==> config.mk <==
export PLATFORM = sky130hd
export DESIGN_NAME = cacheline_burst_adaptor
export DESIGN_NICKNAME = d
export VERILOG_FILES = /design/src/rtl/mem_types_pkg.sv /design/src/rtl/burst_beat_counter.sv /design/src/rtl/cacheline_burst_adaptor.sv
export SDC_FILE = /design/constraint.sdc
export NUM_CORES = 1
export LEC_CHECK = 0
export CAP_MARGIN = 40
export CORE_AREA = 3 3 275 277
export CTS_CLUSTER_DIAMETER = 50
export DETAILED_ROUTE_END_ITERATION = 10
export DIE_AREA = 0 0 278 280
export DONT_BUFFER_PORTS = 1
export PLACE_DENSITY = 0.39
export SYNTH_ARGS = -nofsm -noshare
export SYNTH_HDL_FRONTEND = slang
export SYNTH_SLANG_ARGS = --single-unit
==> constraint.sdc <==
create_clock -name clk -period 3.5 [get_ports clk]
set_input_delay 0.525 -clock clk [delete_from_list [all_inputs] [get_ports clk]]
set_output_delay 0.525 -clock clk [all_outputs]
set_load 0.02 [all_outputs]
==> src/rtl/mem_types_pkg.sv <==
// rtl/mem_types_pkg.sv - shared memory-side types, constants and adaptor state encoding
package mem_types_pkg;

    localparam int BEATS_PER_LINE   = 4;
    localparam int LINE_OFFSET_BITS = 5;

    typedef logic [255:0] line_t;
    typedef logic [63:0]  burst_t;
    typedef logic [31:0]  addr_t;

    typedef enum logic [1:0] {
        ST_IDLE  = 2'd0,
        ST_READ  = 2'd1,
        ST_WRITE = 2'd2,
        ST_DONE  = 2'd3
    } adaptor_state_t;

endpackage

==> src/rtl/burst_beat_counter.sv <==
// rtl/burst_beat_counter.sv - beat counter with clear, increment and last-beat flag
module burst_beat_counter #(
    parameter int NUM_BEATS = 4,
    parameter int CNT_W     = 2
) (
    input  logic             clk,
    input  logic             rst,
    input  logic             clear,
    input  logic             incr,
    output logic [CNT_W-1:0] count,
    output logic             is_last
);

    // Saturates on the last beat so the count never leaves 0..NUM_BEATS-1;
    // only an explicit clear brings it back to zero.
    always_ff @(posedge clk) begin
        if (rst || clear) begin
            count <= '0;
        end else if (incr && !is_last) begin
            count <= count + 1'b1;
        end
    end

    assign is_last = (count == CNT_W'(NUM_BEATS - 1));

endmodule

==> src/rtl/cacheline_burst_adaptor.sv <==
// rtl/cacheline_burst_adaptor.sv - splits/assembles one cache line into memory bursts
module cacheline_burst_adaptor
    import mem_types_pkg::*;
#(
    parameter int LINE_WIDTH  = 256,
    parameter int BURST_WIDTH = 64,
    parameter int ADDR_WIDTH  = 32
) (
    input  logic                   clk,
    input  logic                   rst,
    input  logic [LINE_WIDTH-1:0]  line_i,
    output logic [LINE_WIDTH-1:0]  line_o,
    input  logic [ADDR_WIDTH-1:0]  address_i,
    input  logic                   read_i,
    input  logic                   write_i,
    output logic                   resp_o,
    input  logic [BURST_WIDTH-1:0] burst_i,
    output logic [BURST_WIDTH-1:0] burst_o,
    output logic [ADDR_WIDTH-1:0]  address_o,
    output logic                   read_o,
    output logic                   write_o,
    input  logic                   resp_i
);

    localparam int NUM_BEATS = LINE_WIDTH / BURST_WIDTH;
    localparam int CNT_W     = (NUM_BEATS > 1) ? $clog2(NUM_BEATS) : 1;

    adaptor_state_t        state_q;
    adaptor_state_t        state_d;
    logic [ADDR_WIDTH-1:0] addr_q;
    logic [LINE_WIDTH-1:0] wr_line_q;
    logic [LINE_WIDTH-1:0] rd_line_q;
    logic [CNT_W-1:0]      count;
    logic                  is_last;
    logic                  cnt_clear;
    logic                  cnt_incr;
    logic                  take_write;
    logic                  take_read;

    burst_beat_counter #(
        .NUM_BEATS (NUM_BEATS),
        .CNT_W     (CNT_W)
    ) u_beat_counter (
        .clk     (clk),
        .rst     (rst),
        .clear   (cnt_clear),
        .incr    (cnt_incr),
        .count   (count),
        .is_last (is_last)
    );

    // State register; reset aborts any burst in flight without a completion.
    always_ff @(posedge clk) begin
        if (rst) begin
            state_q <= ST_IDLE;
        end else begin
            state_q <= state_d;
        end
    end

    // Next-state and handshake outputs; write wins when both requests are high.
    always_comb begin
        state_d    = state_q;
        cnt_clear  = 1'b0;
        cnt_incr   = 1'b0;
        take_write = 1'b0;
        take_read  = 1'b0;
        read_o     = 1'b0;
        write_o    = 1'b0;
        resp_o     = 1'b0;
        case (state_q)
            ST_IDLE: begin
                if (write_i) begin
                    take_write = 1'b1;
                    cnt_clear  = 1'b1;
                    state_d    = ST_WRITE;
                end else if (read_i) begin
                    take_read = 1'b1;
                    cnt_clear = 1'b1;
                    state_d   = ST_READ;
                end
            end
            ST_READ: begin
                read_o = 1'b1;
                if (resp_i) begin
                    cnt_incr = 1'b1;
                    if (is_last) begin
                        state_d = ST_DONE;
                    end
                end
            end
            ST_WRITE: begin
                write_o = 1'b1;
                if (resp_i) begin
                    cnt_incr = 1'b1;
                    if (is_last) begin
                        state_d = ST_DONE;
                    end
                end
            end
            ST_DONE: begin
                resp_o  = 1'b1;
                state_d = ST_IDLE;
            end
            default: begin
                state_d = ST_IDLE;
            end
        endcase
    end

    // Request latching and read-beat assembly; read and write lines are kept
    // apart so a write never disturbs the last assembled read line.
    always_ff @(posedge clk) begin
        if (rst) begin
            addr_q    <= '0;
            wr_line_q <= '0;
            rd_line_q <= '0;
        end else begin
            if (take_write) begin
                wr_line_q <= line_i;
                addr_q    <= address_i;
            end
            if (take_read) begin
                addr_q <= address_i;
            end
            if (state_q == ST_READ && resp_i) begin
                rd_line_q[int'(count)*BURST_WIDTH +: BURST_WIDTH] <= burst_i;
            end
        end
    end

    assign address_o = {addr_q[ADDR_WIDTH-1:LINE_OFFSET_BITS], LINE_OFFSET_BITS'(0)};
    assign burst_o   = (state_q == ST_WRITE) ? wr_line_q[int'(count)*BURST_WIDTH +: BURST_WIDTH]
                                             : '0;
    assign line_o    = rd_line_q;

endmodule
After elaboration in Yosys (flattened, before gate mapping)
Index checks and enable logic that the tools add are counted.
W data, S select, Z words.
- register bits: 548
- input port bits: 357
- output and inout bits: 355
- add/subtract/negate cells: 2
- eq/ne operators: 7
- shifts and indexed selects: 3
- muxes and demuxes: 21
- reductions and logical operators: 8
- operators with widths (kind ; number):
    $bwmux W256 ; 1
    $shift A64 B33 Y256 const A ; 1
    $shiftx A256 B9 Y64 ; 1
    $shiftx A64 B33 Y256 ; 1
    $mux W32 ; 2
    $mux W64 ; 1
    $neg A8 Y33 ; 1
    $mux W1 ; 12
    $mux W2 ; 4
    $eq A2 B2 Y1 const B ; 3
    $pmux W2 S3 ; 1
    $ne A2 B1 Y1 const B ; 2
    $ne A3 B3 Y1 const B ; 1
    $reduce_and A3 Y1 ; 1
    $add A2 B1 Y2 const B ; 1
    $eq A2 B1 Y1 const B ; 1
    $logic_and A1 B1 Y1 ; 2
    $logic_not A2 Y1 ; 1
    $reduce_bool A2 Y1 ; 1
    $reduce_or A2 Y1 ; 1
    $logic_not A1 Y1 ; 1
    $logic_or A1 B1 Y1 ; 1

Longest topological paths before layout
- depth in word-level cells: 4
- gate-level depth with buffers: 10
- gate-level depth less buffers: 5

Modules after synthesis
A second synthesis with hierarchy kept.
- cell total of the unflattened synthesis: 2219
- area, all modules: 20498.4 sq um
- by module, submodules not included (module ; instances ; cells an instance ; area each (sq um) ; sequential area each (sq um)):
    cacheline_burst_adaptor ; 1 ; 2211 ; 20393.3 ; 10830.4
    burst_beat_counter ; 1 ; 8 ; 105.1 ; 40.0

Least setup slack after synthesis
No wires, ideal clock.
- kind: flip-flop to flip-flop
- from: register u_beat_counter.count[0]
- to: register rd_line_q[207] (netlist: line_o[207])
- setup time: 60 ps
- arrival: 2522 ps
- path slack: 919 ps
- cell stages (with the launch flop): 11
- buffers on the path: 5
- period minus slack after synthesis: 2581 ps
- cells stage by stage: dfxtp_1 buf_2 buf_2 buf_2 inv_1 ha_1 or3b_1 buf_2 nor3_4 buf_6 a22o_1
- longest elaborated chain between the ends: 3
- elaborated cells on any way between the ends: 4
- ends and longest elaborated chain (what ; line ; text):
    start: declaration ; burst_beat_counter.sv:10 ; output logic [CNT_W-1:0] count,
    start signal: assignment ; burst_beat_counter.sv:20 ; count <= count + 1'b1;
    $neg A8 Y33 * ; cacheline_burst_adaptor.sv:127 ; rd_line_q[int'(count)*BURST_WIDTH +: BURST_WIDTH] <= burst_i;
    $shiftx A64 B33 Y256 or $shift A64 B33 Y256 (tied branches) ; cacheline_burst_adaptor.sv:127 ;
    $bwmux W256 * ; cacheline_burst_adaptor.sv:127 ;
    end signal: indexed assignment ; cacheline_burst_adaptor.sv:127 ;
    end: declaration ; cacheline_burst_adaptor.sv:32 ; logic [LINE_WIDTH-1:0] rd_line_q;
Every way passes the cells marked *; elsewhere a longest branch is shown, timed or not.
A chain may end at the register's enable or synchronous reset.

Final worst setup path
- from: register u_beat_counter.count[0]
- to: output port burst_o[40]
- longest elaborated chain between the ends: 2
- ends and longest elaborated chain (what ; line ; text):
    $shiftx A256 B9 Y64 ; cacheline_burst_adaptor.sv:133 ; assign burst_o = (state_q == ST_WRITE) ? wr_line_q[int'(count)*BURST_WIDTH +: BURST_WIDTH]
    $mux W64 ; cacheline_burst_adaptor.sv:133 ;
    end: declaration ; cacheline_burst_adaptor.sv:18 ; output logic [BURST_WIDTH-1:0] burst_o,
No other way between the ends.

==> impl_metrics.toml <==
[clocking]
clk-insertion-delay-late_ns = 0.59
ctsResizeCount = 0
cts_tree = "done"
h-tree-depth = 3
path_clk_slew_ns = 0.06
clk_path_buf_depth = 3
cts_buffers = 77
cts-root-buf = "clkbuf_16"
clkSinkCount = 543

[sta]
finalMaxSlewViolations = 0
period_needed_ns = 3.12
timing.final.hold_violations = 0
finalSetupViolCount = 0
maxSlewHeadroom = 0.493
timing.setup.tns_ns = 0
hold_slack_ns = 0.0512
worst_pin_slew_ns = 0.760
skew_ns = 0.0196
period_share = 0.892
max_freq_mhz = 320
rsz0062_at_grt = "no"

[synth]
synthFlopType = "dfxtp_1"
synth_top_cell_area_share = 0.536
synth-async-reset-ratio = 0
synth_edf_count = 0
yosysMostFrequentCell = "nand2_1"
yosysSeqAreaShare = 0.536
yosysWarnings = 0
synth_area_sq_um = 20300
synthTopCellsByCount = "nand2_1, dfxtp_1, a21oi_1, clkbuf_1, a22o_1"
ys_ff_latch = 543
synth_area_leaders = "dfxtp_1, nand2_1, a21oi_1, mux4_2, a22o_1"
ys_types = 36
avgSynthCellArea_sq_um = 9.15
synth_area_leader_cell = "dfxtp_1"
syn_inst = 2215

[final_layout]
multi_input_area_sq_um = 8640
fin_util = 0.330
syn2layout_area_growth_pct = 19.1
final_layout_size_suffix_gt1_frac = 0.114
layout.nets = 2523
instances_no_fill = 3182
fillCellCount = 7560
seqCellArea_sq_um = 10900

[critical_path]
crit_chain = "buf_12, mux4_2, and2_1"
worstPathRequired_ns = 2.97
critPathKind = "register to primary output"
arrival_ns = 2.60
max_stage_delay_ns = 0.58
worstSetupStartpointType = "register"
critPathMaxFanout = 54
cp-end-kind = "primary output"
crit_path_top_delay_cell = "dfxtp_4"
crit_buf_inv = 1
cp_top_family = "flip-flops"

[min_path]
worstHoldPathType = "primary input to register"

[floorplan]
num_rows = 99
die_width_um = 278
start_util = 0.277
core_sq_um = 73100
io_pins = 712
die_height_um = 280
dieArea_sq_um = 77800

[global_routing]
antenna_found_initial = 7
overflow = 0
grt.total_usage = 0.188
grt_max_degree = 337
grt_pass1_wl_um = 111000
grt_pass1_vias = 15900

[power_and_ir_drop]
p_leak_nw = 8.61
netSwitchingFraction = 0.309
p_int_mw = 13.0
comb_power_share = 0.181
ir_drop_mv = 0.363
power_switching_mw = 5.84
power_density_nw_per_um2 = 782
clkPwrFrac = 0.428
p_seq_frac = 0.391

[run_status]
status = "complete, no violations"

[placement]
place_inst = 3011
place.gp.congestion = 0.804
portBuffers = 0
hpwlAfterDp_um = 52400

[route]
wl_um = 76800
firstDrtPassIters = 5
routed_via_density = 5.09
ant_nets = 0
drc = 0
vias = 16200
drt_iter0_drc = 1094
wl_per_cell_um = 24.1

[run]
cap_violations = 0
power by group through the flow:
stage	Combinational, mW	Sequential [mW]	Clock [mW]
final	3.42	7.37	8.09
after global routing	3.83	7.43	8.58
after CTS	3.47	7.38	8.33
after detailed placement	3.42	7.51	0
after global placement	3.30	7.48	0
after floorplan	2.53	7.33	0
cells in the final DEF, fill, tap and decap left out, types with 6 or more instances in the layout:
master         instances
mux4_2                64
clkinvlp_4             6
inv_6                  7
a22o_1               128
clkinv_2              15
clkbuf_8              12
ha_1                   8
dfxtp_1              541
nand2_1              630
buf_12                11
clkbuf_16             78
a32oi_1               64
nand3_1               65
a21oi_1              350
bufinv_16              9
buf_4                 19
clkbuf_1               7
dlygate4sd3_1         25
and2_1                64
nor2_1                64
kinds of logic (layout without fill, tap and decap cells):
family,Yosys count,after routing,share of synthesized area
AND/OR/NAND/NOR,843,843,0.172
AO/OA/AOI/OAI,549,549,0.172
XOR/XNOR,1,1,0.000432
flip-flops,543,543,0.536
adder cells (fa/ha/maj),9,9,0.00555
buffers and inverters,204,205,0.0426
multiplexers,65,65,0.0716
other,1,8,0.000185
layer usage:
layer,up-vias,track usage,share of wire
met3,127,0.0705,0.090
met5,-,0,0.00052
met2,589,0.324,0.50
met1,7894,0.212,0.38
li1,7569,-,-
met4,6,0.0669,0.031
stage by stage:
stage	power (mW)	worst slack [ns]	instance area (sq um)
global placement	10.8	0.923	21100
finish	18.9	0.377	24100
detailed placement	10.9	0.897	21100
global route	19.8	0.197	24100
floorplan	9.85	0.919	20300
CTS	19.2	0.286	24100
flip-flops by register name (all words and copies together), names as in the netlist:
| signal | cells |
|---|---|
| line_o | 256 |
| addr_q | 27 |
| wr_line_q | 256 |
| state_q | 2 |
| u_beat_counter.count | 2 |
repair_timing:
action                                 in CTS  in global routing
hold buffers                               25                  1
setup buffers                               0                  0
endpoints found under the hold margin     108                  7
setup endpoints to repair                   0                  0
cell type report:
| type | instances | area share |
|---|---|---|
| antenna | 3 | 0.000311 |
| timing repair buffer | 58 | 0.0283 |
| multi-input combinational | 1472 | 0.358 |
| clock inverter | 45 | 0.0236 |
| inverter | 5 | 0.000777 |
| clock buffer | 97 | 0.0888 |
| sequential | 543 | 0.451 |
| tap | 959 | 0.0497 |
final timing paths:
path                           start              to  slack, ns  cells past startpoint
max          u_beat_counter.count[0]     burst_o[40]       0.38                      3
min                      burst_i[27]      line_o[91]       0.05                      1
max reg2reg  u_beat_counter.count[0]     line_o[248]       0.90                      6
min reg2reg           wr_line_q[199]  wr_line_q[199]       0.45                      2
Power figures use the tool's default switching activity.
